<file path="config.mk">
export PLATFORM = sky130hd
export DESIGN_NAME = reflet_ram8_dma
export DESIGN_NICKNAME = d
export VERILOG_FILES = /design/src/rtl/reflet_ram8_dma.sv
export SDC_FILE = /design/constraint.sdc
export NUM_CORES = 1
export LEC_CHECK = 0
export ABC_AREA = 0
export CAP_MARGIN = 20
export CORE_MARGIN = 2
export CORE_UTILIZATION = 54
export DETAILED_ROUTE_END_ITERATION = 8
export PLACE_DENSITY = 0.88
export SYNTH_ARGS = -nofsm -noshare
export SYNTH_HDL_FRONTEND = slang
export SYNTH_SLANG_ARGS = --single-unit
</file>
<file path="constraint.sdc">
create_clock -name clk -period 8.2 [get_ports clk]
set_input_delay 1.64 -clock clk [delete_from_list [all_inputs] [get_ports clk]]
set_output_delay 1.64 -clock clk [all_outputs]
set_load 0.01 [all_outputs]
</file>
<file path="src/rtl/reflet_ram8_dma.sv">
// ============================================================================
// Module   : reflet_ram8_dma
// Purpose  : Bus master for a reflet ram8 slave. It copies a block of bytes
//            (COPY) or writes a constant byte to a block (FILL).
// Revision : 1.0 - initial release
// ============================================================================
`default_nettype none

module reflet_ram8_dma #(
  parameter int addrSize = 7
) (
  input  logic                clk,
  input  logic                reset,
  input  logic                start,
  input  logic                mode,
  input  logic [addrSize-1:0] src,
  input  logic [addrSize-1:0] dst,
  input  logic [addrSize-1:0] len,
  input  logic [7:0]          fill_value,
  input  logic                abort,
  output logic                mem_enable,
  output logic [addrSize-1:0] mem_addr,
  output logic [7:0]          mem_data_out,
  output logic                mem_write_en,
  input  logic [7:0]          mem_data_in,
  output logic                busy,
  output logic                done
);

  typedef enum logic [2:0] {
    S_IDLE    = 3'd0,
    S_READ    = 3'd1,
    S_CAPTURE = 3'd2,
    S_WRITE   = 3'd3,
    S_DONE    = 3'd4
  } state_t;

  localparam logic [addrSize-1:0] c_zero = '0;
  localparam logic [addrSize-1:0] c_one  = {{(addrSize-1){1'b0}}, 1'b1};

  state_t              r_state;
  state_t              w_state_next;
  logic [addrSize-1:0] r_i;
  logic [addrSize-1:0] r_src;
  logic [addrSize-1:0] r_dst;
  logic [addrSize-1:0] r_len;
  logic                r_mode;
  logic [7:0]          r_fill;
  logic [7:0]          r_byte;
  logic                w_last;

  assign w_last = (r_i == (r_len - c_one));

  always_comb begin
    w_state_next = r_state;
    case (r_state)
      S_IDLE: begin
        if (start) begin
          if (len == c_zero)  w_state_next = S_DONE;
          else if (mode)      w_state_next = S_WRITE;
          else                w_state_next = S_READ;
        end
      end
      S_READ:    w_state_next = abort ? S_IDLE : S_CAPTURE;
      S_CAPTURE: w_state_next = abort ? S_IDLE : S_WRITE;
      S_WRITE: begin
        if (abort)       w_state_next = S_IDLE;
        else if (w_last) w_state_next = S_DONE;
        else if (r_mode) w_state_next = S_WRITE;
        else             w_state_next = S_READ;
      end
      S_DONE:  w_state_next = S_IDLE;
      default: w_state_next = S_IDLE;
    endcase
  end

  // Bus outputs decode only from registered state, so inputs never reach the bus combinationally.
  always_comb begin
    mem_enable   = 1'b0;
    mem_write_en = 1'b0;
    mem_addr     = c_zero;
    mem_data_out = 8'h00;
    busy         = (r_state != S_IDLE);
    done         = (r_state == S_DONE);
    case (r_state)
      S_READ: begin
        mem_enable = 1'b1;
        mem_addr   = r_src + r_i;
      end
      S_WRITE: begin
        mem_enable   = 1'b1;
        mem_write_en = 1'b1;
        mem_addr     = r_dst + r_i;
        mem_data_out = r_mode ? r_fill : r_byte;
      end
      default: ;
    endcase
  end

  always_ff @(posedge clk or negedge reset) begin
    if (!reset) begin
      r_state <= S_IDLE;
      r_i     <= c_zero;
      r_src   <= c_zero;
      r_dst   <= c_zero;
      r_len   <= c_zero;
      r_mode  <= 1'b0;
      r_fill  <= 8'h00;
      r_byte  <= 8'h00;
    end else begin
      r_state <= w_state_next;
      if (r_state == S_IDLE && start) begin
        r_i    <= c_zero;
        r_src  <= src;
        r_dst  <= dst;
        r_len  <= len;
        r_mode <= mode;
        r_fill <= fill_value;
      end
      if (r_state == S_CAPTURE) r_byte <= mem_data_in;
      if (r_state == S_WRITE && !abort && !w_last) r_i <= r_i + c_one;
    end
  end

endmodule

`default_nettype wire

</file>
==> flow_metrics.env, run 1 <==
export IMPL_ctsResizeCount=0
export IMPL_whs_ns=0.5085
export IMPL_ys_seq_elements=48
export IMPL_routed_via_density=5.394
export IMPL_cp_max_fo=17
export IMPL_io_buffers=60
export IMPL_syn_nets=297
export IMPL_hpwl_um=4160
export IMPL_reg2reg_slack_ns=5.45
export IMPL_power_density_nw_per_um2=338.0
export IMPL_tightest_slew_ns=0.7245
export IMPL_vias=2012
export IMPL_cts_root_buf="clkbuf_8"
export IMPL_finalPower_mw=1.163
export IMPL_cts_max_path_buffers=2
export IMPL_syn_area_um2=2690
export IMPL_cts_buffers=5
export IMPL_grt_pass1_wl_um=9425
export IMPL_synthMuxAreaShare_pct=20.51
export IMPL_grt_ovfl_total=0
export IMPL_avgSynthCellArea_um2=10.94
export IMPL_yosys_area_share_simple_pct=13.53
export IMPL_syn2layout_area_growth_pct=27.91
export IMPL_synth_adder_area_share_pct=4.465
export IMPL_grt_pass1_vias=2096
export IMPL_maxCapViolCount=0
export IMPL_fin_setup_tns_ns=0
export IMPL_finalWirelength_um=5656
export IMPL_synthArstFlopShare_pct=100.0
export IMPL_rows=25
export IMPL_gp_congestion=0.8217
export IMPL_yosys_cell_types_count=41
export IMPL_hold_buffers=0
export IMPL_final_antenna_net_count=0
export IMPL_synth_compound_area_share_pct=8.233
export IMPL_critPathLaunchType="flip-flop"
export IMPL_grt_antenna_before_repair=0
export IMPL_drtIter0Drc=147
export IMPL_synth_edf_count=0
export IMPL_clk_latency_ns=0.30
export IMPL_postCtsSetupBuffers=0
export IMPL_n_antenna_cell=0
export IMPL_clk_pin_slew_ns=0.08
export IMPL_initial_core_util_pct=56.58
export IMPL_core_um2=4755
export IMPL_cts_tree="built"
export IMPL_synth_xor_area_share_pct=4.558
export IMPL_cp_arrival_ns=3.95
export IMPL_leakage_nw=1.458
export IMPL_setup_viol=0
export IMPL_rsz0062_at_grt="false"
export IMPL_fin_crit_sh_pct=68.22
export IMPL_max_vdd_ir_drop_v=0.0001803
export IMPL_synth_top_family_by_area="multiplexers"
export IMPL_grtUsageTotal_pct=22.35
export IMPL_status="finished clean"
export IMPL_finalClockSkew_ns=0.009511
export IMPL_worstSetupEndpointType="output pin"
export IMPL_nets=356
export IMPL_min_path_type="flip-flop to flip-flop"
export IMPL_min_period_ns=5.594
export IMPL_drc=0
export IMPL_slew_headroom_pct=51.60
export IMPL_post_drt_wl_per_cell_um=15.16
export IMPL_grt_start_max_net_pins=49
export IMPL_io_pins=61
export IMPL_die_area_um2=5562
export IMPL_clock_sinks=48
export IMPL_die_x_um=74.58
export IMPL_max_freq_mhz=178.8
export IMPL_drive_gt1_share_pct=18.95
export IMPL_drt_pass1_iterations=5
export IMPL_ys_warn_count=0
export IMPL_cp_data_required_time_ns=6.56
export IMPL_htreeDepth=2
export IMPL_critical_path_class="flip-flop to output pin"
export IMPL_synth_flop_cell="dfrtp_1"
export IMPL_yosysSeqAreaShare_pct=44.65
export IMPL_maxSlewViolCount=0
export IMPL_fillers=345
export IMPL_hold_viol=0
export IMPL_chipHeight_um=74.58
export IMPL_syn_inst=246
[report_power, final]
group | switching (mW) | internal, mW | leakage (nW)
Sequential | 0.0886 | 0.342 | 0.584
Combinational | 0.254 | 0.332 | 0.823
Clock | 0.0790 | 0.0674 | 0.0510
Total | 0.421 | 0.741 | 1.46
[registers in the layout (all words and copies together), names as in the netlist]
signal,count
r_byte,8
r_len,7
r_src,7
r_mode,1
r_fill,8
r_dst,7
r_state,3
r_i,7
[cells by family after synthesis]
logic type,Yosys count
multiplexers,50
XOR/XNOR,14
flip-flops,48
AO/OA/AOI/OAI,31
buffers and inverters,25
AND/OR/NAND/NOR,69
adder cells (fa/ha/maj),9
[cell usage after synthesis, types with 2 or more instances]
cell type | count | share of area, %
nor2_1 | 20 | 2.8
a21oi_1 | 8 | 1.5
dfrtp_1 | 48 | 45
and2_1 | 2 | 0.47
a21o_1 | 3 | 0.84
o2bb2ai_1 | 2 | 0.65
nor3b_1 | 6 | 1.7
nand3_1 | 2 | 0.37
clkbuf_1 | 7 | 0.98
xor2_1 | 4 | 1.3
nor3_1 | 10 | 1.9
nand2_1 | 12 | 1.7
ha_1 | 8 | 3.7
buf_1 | 2 | 0.28
xnor2_1 | 10 | 3.3
inv_1 | 14 | 2.0
a211o_1 | 4 | 1.3
o21a_1 | 3 | 0.84
mux2i_1 | 9 | 3.3
nor2b_1 | 3 | 0.70
mux2_2 | 40 | 17
buf_6 | 2 | 0.84
o21ai_0 | 7 | 1.3
nor4_1 | 2 | 0.47
or2_2 | 2 | 0.47
[through the flow]
stage	cells	util (%)	worst slack (ns)	cell area, um^2
finish	373	72.37	2.606	3441
global route	373	72.37	2.260	3441
CTS	372	71.95	2.569	3421
detailed placement	364	70.00	2.912	3328
global placement	364	70.00	3.095	3328
floorplan	246	-	3.893	2690
[final cells by class]
| type | count | area [um^2] | area share [%] |
|---|---|---|---|
| multi-input cells | 173 | 1380 | 40.11 |
| flip-flops and latches | 48 | 1201 | 34.91 |
| repair buffers | 63 | 630.6 | 18.33 |
| well taps | 67 | 83.83 | 2.436 |
| clock buffers | 6 | 82.58 | 2.400 |
| inverters | 14 | 52.55 | 1.527 |
| clock inverters | 2 | 10.01 | 0.2909 |
[layer usage]
| layer | GRT usage (%) | share of wire, % |
|---|---|---|
| met4 | 6.944 | 1.7 |
| met3 | 4.743 | 4.6 |
| met5 | 0 | 0 |
| met1 | 28.65 | 44 |
| met2 | 38.05 | 50 |
[cell usage in the layout, fill, tap and decap left out, types with 2 or more instances in the layout]
| cell type | n |
|---|---|
| clkdlybuf4s50_1 | 59 |
| dfrtp_1 | 48 |
| mux2_2 | 40 |
| nor2_1 | 20 |
| inv_1 | 14 |
| nand2_1 | 12 |
| nor3_1 | 10 |
| xnor2_1 | 10 |
| mux2i_1 | 9 |
| a21oi_1 | 8 |
| ha_1 | 8 |
| o21ai_0 | 7 |
| nor3b_1 | 6 |
| clkbuf_8 | 6 |
| xor2_1 | 4 |
| a211o_1 | 4 |
| a21o_1 | 3 |
| nor2b_1 | 3 |
| o21a_1 | 3 |
| and2_1 | 2 |
| nor4_1 | 2 |
| or2_2 | 2 |
| nand3_1 | 2 |
| o2bb2ai_1 | 2 |
| clkinv_2 | 2 |
| buf_4 | 2 |
[worst paths after layout]
check                           start     endpoint  cells after the start
max                        r_state[2]  mem_addr[6]                     14
max reg2reg                r_state[2]       r_i[4]                      7
min reg2reg                  r_src[3]     r_src[3]                      1
min                          r_src[3]     r_src[3]                      1
max in group asynchronous       reset   r_state[2]                      2
min in group asynchronous       reset     r_dst[2]                      1
[critical path, cell delays in order (launching register included)]
cell	delay [ns]
dfrtp_1	0.43
nand2b_1	0.27
inv_1	0.13
nand2_1	0.41
mux2_2	0.37
ha_1	0.15
inv_1	0.06
fa_1	0.38
nor2b_1	0.15
o21ai_0	0.11
a21oi_1	0.21
o21a_1	0.15
nor3_1	0.05
nor3b_1	0.21
clkdlybuf4s50_1	0.57
(Power assumes the default switching activity.)
==> inputs of run 2 (changes only) <==
- CORE_UTILIZATION: 54 -> 45
- PLACE_DENSITY: 0.88 -> 0.79
- clock period: 8.2 -> 5 ns (I/O delays scaled with it)
==> flow_metrics.env, run 2 (synthesis gave the netlist of run 1 again) <==
export IMPL_grt_ovfl_total=0
export IMPL_fin_cells=382
export IMPL_cts_buffers=5
export IMPL_finalPower_mw=1.941
export IMPL_fillers=504
export IMPL_clock_sinks=48
export IMPL_placed_area_um2=3346
export IMPL_hold_viol=0
export IMPL_whs_ns=0.5075
export IMPL_hold_buffers=0
export IMPL_vias=2042
export IMPL_hpwl_um=4148
export IMPL_final_common_cell="clkdlybuf4s50_1"
export IMPL_clk_latency_ns=0.30
export IMPL_cts_tree="built"
export IMPL_drtIter0Drc=82
export IMPL_finalWirelength_um=5592
export IMPL_rows=28
export IMPL_status="finished clean"
export IMPL_top_regs="r_byte x8, r_fill x8"
export IMPL_cp_arrival_ns=3.59
export IMPL_chipHeight_um=81.32
export IMPL_maxCapViolCount=0
export IMPL_finalClockSkew_ns=0.005083
export IMPL_core_um2=5851
export IMPL_leakage_nw=1.466
export IMPL_drt_pass1_iterations=5
export IMPL_clk_pin_slew_ns=0.08
export IMPL_layout_common_cells="clkdlybuf4s50_1 (59), dfrtp_1 (48), mux2_2 (40), nor2_1 (20), inv_1 (14)"
export IMPL_initial_core_util_pct=45.98
export IMPL_io_buffers=60
export IMPL_gp_congestion=0.8504
export IMPL_fin_setup_tns_ns=0
export IMPL_grt_pass1_vias=2048
export IMPL_max_freq_mhz=218.0
export IMPL_min_period_ns=4.587
export IMPL_fin_crit_sh_pct=91.73
export IMPL_max_vdd_ir_drop_v=0.0003034
export IMPL_cts_root_buf="clkbuf_8"
export IMPL_critical_path_class="flip-flop to output pin"
export IMPL_n_antenna_cell=0
export IMPL_reg2reg_slack_ns=2.40
export IMPL_die_area_um2=6612
export IMPL_maxSlewViolCount=0
export IMPL_cts_max_path_buffers=2
export IMPL_cp_max_fo=7
export IMPL_cp_data_required_time_ns=4.00
export IMPL_io_pins=61
export IMPL_rsz0062_at_grt="false"
export IMPL_final_antenna_net_count=0
export IMPL_dp_cells=373
export IMPL_post_drt_wl_per_cell_um=14.64
export IMPL_setup_viol=0
export IMPL_routed_via_density=5.346
export IMPL_drc=0
export IMPL_tightest_slew_ns=0.6695
export IMPL_grtUsageTotal_pct=18.67
export IMPL_worstSetupEndpointType="output pin"
export IMPL_syn2layout_area_growth_pct=29.21
export IMPL_grt_antenna_before_repair=0
export IMPL_drive_gt1_share_pct=19.22
export IMPL_die_x_um=81.32
export IMPL_grt_pass1_wl_um=9377
export IMPL_htreeDepth=2
export IMPL_critPathLaunchType="flip-flop"
export IMPL_min_path_type="primary input to async pin"
export IMPL_slew_headroom_pct=55.37
export IMPL_design_area_um2=3476
export IMPL_nets=357
export IMPL_grt_start_max_net_pins=49
export IMPL_power_density_nw_per_um2=558.4
-- run 2: cell types whose count changed in the layout (fill, tap and decap cells not counted), sizes merged --
cell,delta
bufinv,+1
buf,+1
clkinv,-1
-- run 2: area by class of cell --
cell class | instances | area [um^2] | share of cell area (%)
multi-input cells | 173 | 1383 | 39.78
repair buffers | 64 | 638.1 | 18.36
inverters | 14 | 52.55 | 1.512
flip-flops and latches | 48 | 1201 | 34.56
clock buffers | 6 | 72.57 | 2.088
clock inverters | 2 | 35.03 | 1.008
well taps | 75 | 93.84 | 2.700
-- run 2: critical path, stage by stage, from the launching register on --
cell	delay, ns
dfrtp_1	0.42
nand2b_2	0.26
inv_1	0.11
nand2_1	0.16
mux2_2	0.29
ha_1	0.17
inv_1	0.06
fa_1	0.38
nor2b_1	0.16
o21ai_0	0.12
a21oi_1	0.20
o21a_1	0.15
nor3_1	0.05
nor3b_1	0.19
clkdlybuf4s50_1	0.56
-- run 2: path summary, 6_finish.rpt --
| path | start | endpoint | cells past startpoint |
|---|---|---|---|
| max in group asynchronous | reset | r_len[1] | 2 |
| min | reset | r_fill[6] | 1 |
| min reg2reg | r_src[0] | r_src[0] | 1 |
| min in group clk | r_src[0] | r_src[0] | 1 |
| max reg2reg | r_len[0] | r_i[0] | 8 |
| max | r_state[2] | mem_addr[6] | 14 |
-- run 2: through the flow --
stage | worst slack (ns) | util, %
after detailed placement | 0.6911 | 57.19
after global routing | 0.03063 | 59.41
after global placement | 0.8361 | 57.19
after CTS | 0.3303 | 59.02
after floorplan | 1.333 | -
final | 0.4135 | 59.41
-- run 2: what timing repair did --
item / in CTS / in global routing
setup endpoints to repair: 0 / 1
resized for setup: 0 / 1
buffers inserted: 0 / 0
-- run 2: routing by layer --
layer  track usage (%)  share of wire, %  vias to the layer above
li1                  -                 -                      975
met1             22.42                42                     1009
met2             32.05                51                       49
met3             5.333               5.7                        9
met4             6.271               1.5                        0
met5                 0                 0                        -
-- run 2: where the power goes --
group	leakage, nW	switching [mW]	internal [mW]	total [mW]
logic	0.827	0.413	0.547	0.961
clock network	0.0552	0.125	0.148	0.274
registers	0.584	0.145	0.561	0.707
total	1.47	0.684	1.26	1.94
==> inputs of run 3 (changes only) <==
- CORE_UTILIZATION: 45 -> 50
- PLACE_DENSITY: 0.79 -> 0.83
- clock period: 5 -> 4.5 ns (I/O delays scaled with it)
==> flow_metrics.env, run 3 (synthesis gave the netlist of run 1 again) <==
export IMPL_cts_root_buf="clkbuf_8"
export IMPL_cp_max_fo=7
export IMPL_cts_buffers=5
export IMPL_drt_pass1_iterations=4
export IMPL_grt_pass1_wl_um=10190
export IMPL_hold_buffers=0
export IMPL_gp_congestion=0.8144
export IMPL_min_path_type="primary input to async pin"
export IMPL_slew_headroom_pct=39.41
export IMPL_finalWirelength_um=5886
export IMPL_seqCellArea_um2=1201
export IMPL_grt_antenna_before_repair=0
export IMPL_fin_crit_sh_pct=93.77
export IMPL_chipHeight_um=77.35
export IMPL_maxCapViolCount=0
export IMPL_cts_max_path_buffers=2
export IMPL_fin_cells=377
export IMPL_min_period_ns=4.220
export IMPL_finalClockSkew_ns=0.003594
export IMPL_cp_arrival_ns=3.32
export IMPL_cp_slowest_cell="clkdlybuf4s50_1"
export IMPL_hold_viol=0
export IMPL_drive_gt1_share_pct=19.54
export IMPL_nets=357
export IMPL_rows=26
export IMPL_drtIter0Drc=87
export IMPL_grt_start_max_net_pins=49
export IMPL_critPathMaxStageDelay_ns=0.57
export IMPL_max_vdd_ir_drop_v=0.0003332
export IMPL_power_density_nw_per_um2=626.5
export IMPL_final_common_cell="clkdlybuf4s50_1"
export IMPL_grt_ovfl_total=0
export IMPL_critPathLaunchType="flip-flop"
export IMPL_io_buffers=60
export IMPL_clk_latency_ns=0.30
export IMPL_die_x_um=77.35
export IMPL_post_drt_wl_per_cell_um=15.61
export IMPL_clock_sinks=48
export IMPL_cp_common_cell="inv_1"
export IMPL_leakage_nw=1.482
export IMPL_path_cells="nand2b_2 > inv_1 > nand2_1 > mux2_2 > ha_1 > inv_1 > fa_1 > nor2b_2 > o21ai_0 > and3_1 > nor3_1 > clkdlybuf4s50_1"
export IMPL_multi_input_area_um2=1385
export IMPL_startpoint="r_state[2]"
export IMPL_postCtsSetupBuffers=0
export IMPL_vias=2048
export IMPL_r2r_start="r_state[2]"
export IMPL_n_antenna_cell=0
export IMPL_cts_tree="built"
export IMPL_die_area_um2=5983
export IMPL_worstSetupEndpointType="output pin"
export IMPL_fin_setup_tns_ns=0
export IMPL_grtUsageTotal_pct=21.32
export IMPL_drc=0
export IMPL_cp_data_required_time_ns=3.60
export IMPL_fillers=425
export IMPL_rsz0062_at_grt="false"
export IMPL_layout_common_cells="clkdlybuf4s50_1 (58), dfrtp_1 (48), mux2_2 (40), nor2_1 (20), inv_1 (14)"
export IMPL_critical_path_class="flip-flop to output pin"
export IMPL_status="finished clean"
export IMPL_maxSlewViolCount=0
export IMPL_syn2layout_area_growth_pct=29.16
export IMPL_initial_core_util_pct=52.34
export IMPL_clk_pin_slew_ns=0.08
export IMPL_grt_pass1_vias=2196
export IMPL_hpwl_um=4393
export IMPL_dp_cells=368
export IMPL_setup_viol=0
export IMPL_ctsResizeCount=1
export IMPL_top_regs="r_byte x8, r_fill x8"
export IMPL_max_freq_mhz=237.0
export IMPL_io_pins=61
export IMPL_final_antenna_net_count=0
export IMPL_htreeDepth=2
export IMPL_core_um2=5140
export IMPL_routed_via_density=5.432
export IMPL_tightest_slew_ns=0.9088
## run 3: worst paths after layout
kind,endpoint,slack (ns),cells past startpoint
min in group clk,r_fill[1],0.51,1
worst max-delay path,mem_addr[4],0.28,12
max in group asynchronous,r_i[0],3.62,2
worst min register to register,r_fill[1],0.51,1
worst min-delay path,r_src[2],0.42,1
worst max register to register,r_i[2],1.89,8
## run 3: worst max-delay path, delay by kind of cell, from the launching register on
kind | cells | cell delay (ns)
and+or+nand+nor | 5 | 0.94
DFF | 1 | 0.43
muxes | 1 | 0.27
adders and majority gates | 2 | 0.55
buffers and inverters | 3 | 0.73
AOI/OAI and AO/OA | 1 | 0.10
## run 3: layout make-up
cell class,count,area share [%]
Multi-Input combinational cell,173,39.86
Sequential cell,48,34.57
Timing Repair Buffer,64,18.44
Tap cell,70,2.521
Clock buffer,6,2.089
Inverter,14,1.512
Clock inverter,2,1.008
## run 3: metrics by stage
| step | utilization, % | total power, mW | hold WS, ns | cell area [um^2] | worst slack (ns) |
|---|---|---|---|---|---|
| global placement | 64.97 | 1.823 | 0.4879 | 3339 | 0.4427 |
| global route | 67.60 | 2.347 | 0.4174 | 3475 | 0.01156 |
| CTS | 67.11 | 2.190 | 0.5165 | 3450 | 0.02879 |
| finish | 67.60 | 2.177 | 0.4173 | 3475 | 0.2804 |
| floorplan | - | 1.513 | 0.4750 | 2690 | 0.9330 |
| detailed placement | 64.97 | 1.872 | 0.4960 | 3339 | 0.3371 |
## run 3: metal layers
metal,vias up,wire length [um],global-route usage [%]
li1,977,-,-
met5,-,0,0
met2,52,2995,37.48
met4,0,116,8.393
met1,1007,2478,25.04
met3,12,295,5.233
## run 3: power breakdown
part | leakage, nW | total (mW) | switching, mW | internal, mW
Combinational | 0.843 | 1.08 | 0.469 | 0.609
Sequential | 0.584 | 0.793 | 0.169 | 0.624
Clock | 0.0552 | 0.306 | 0.141 | 0.165
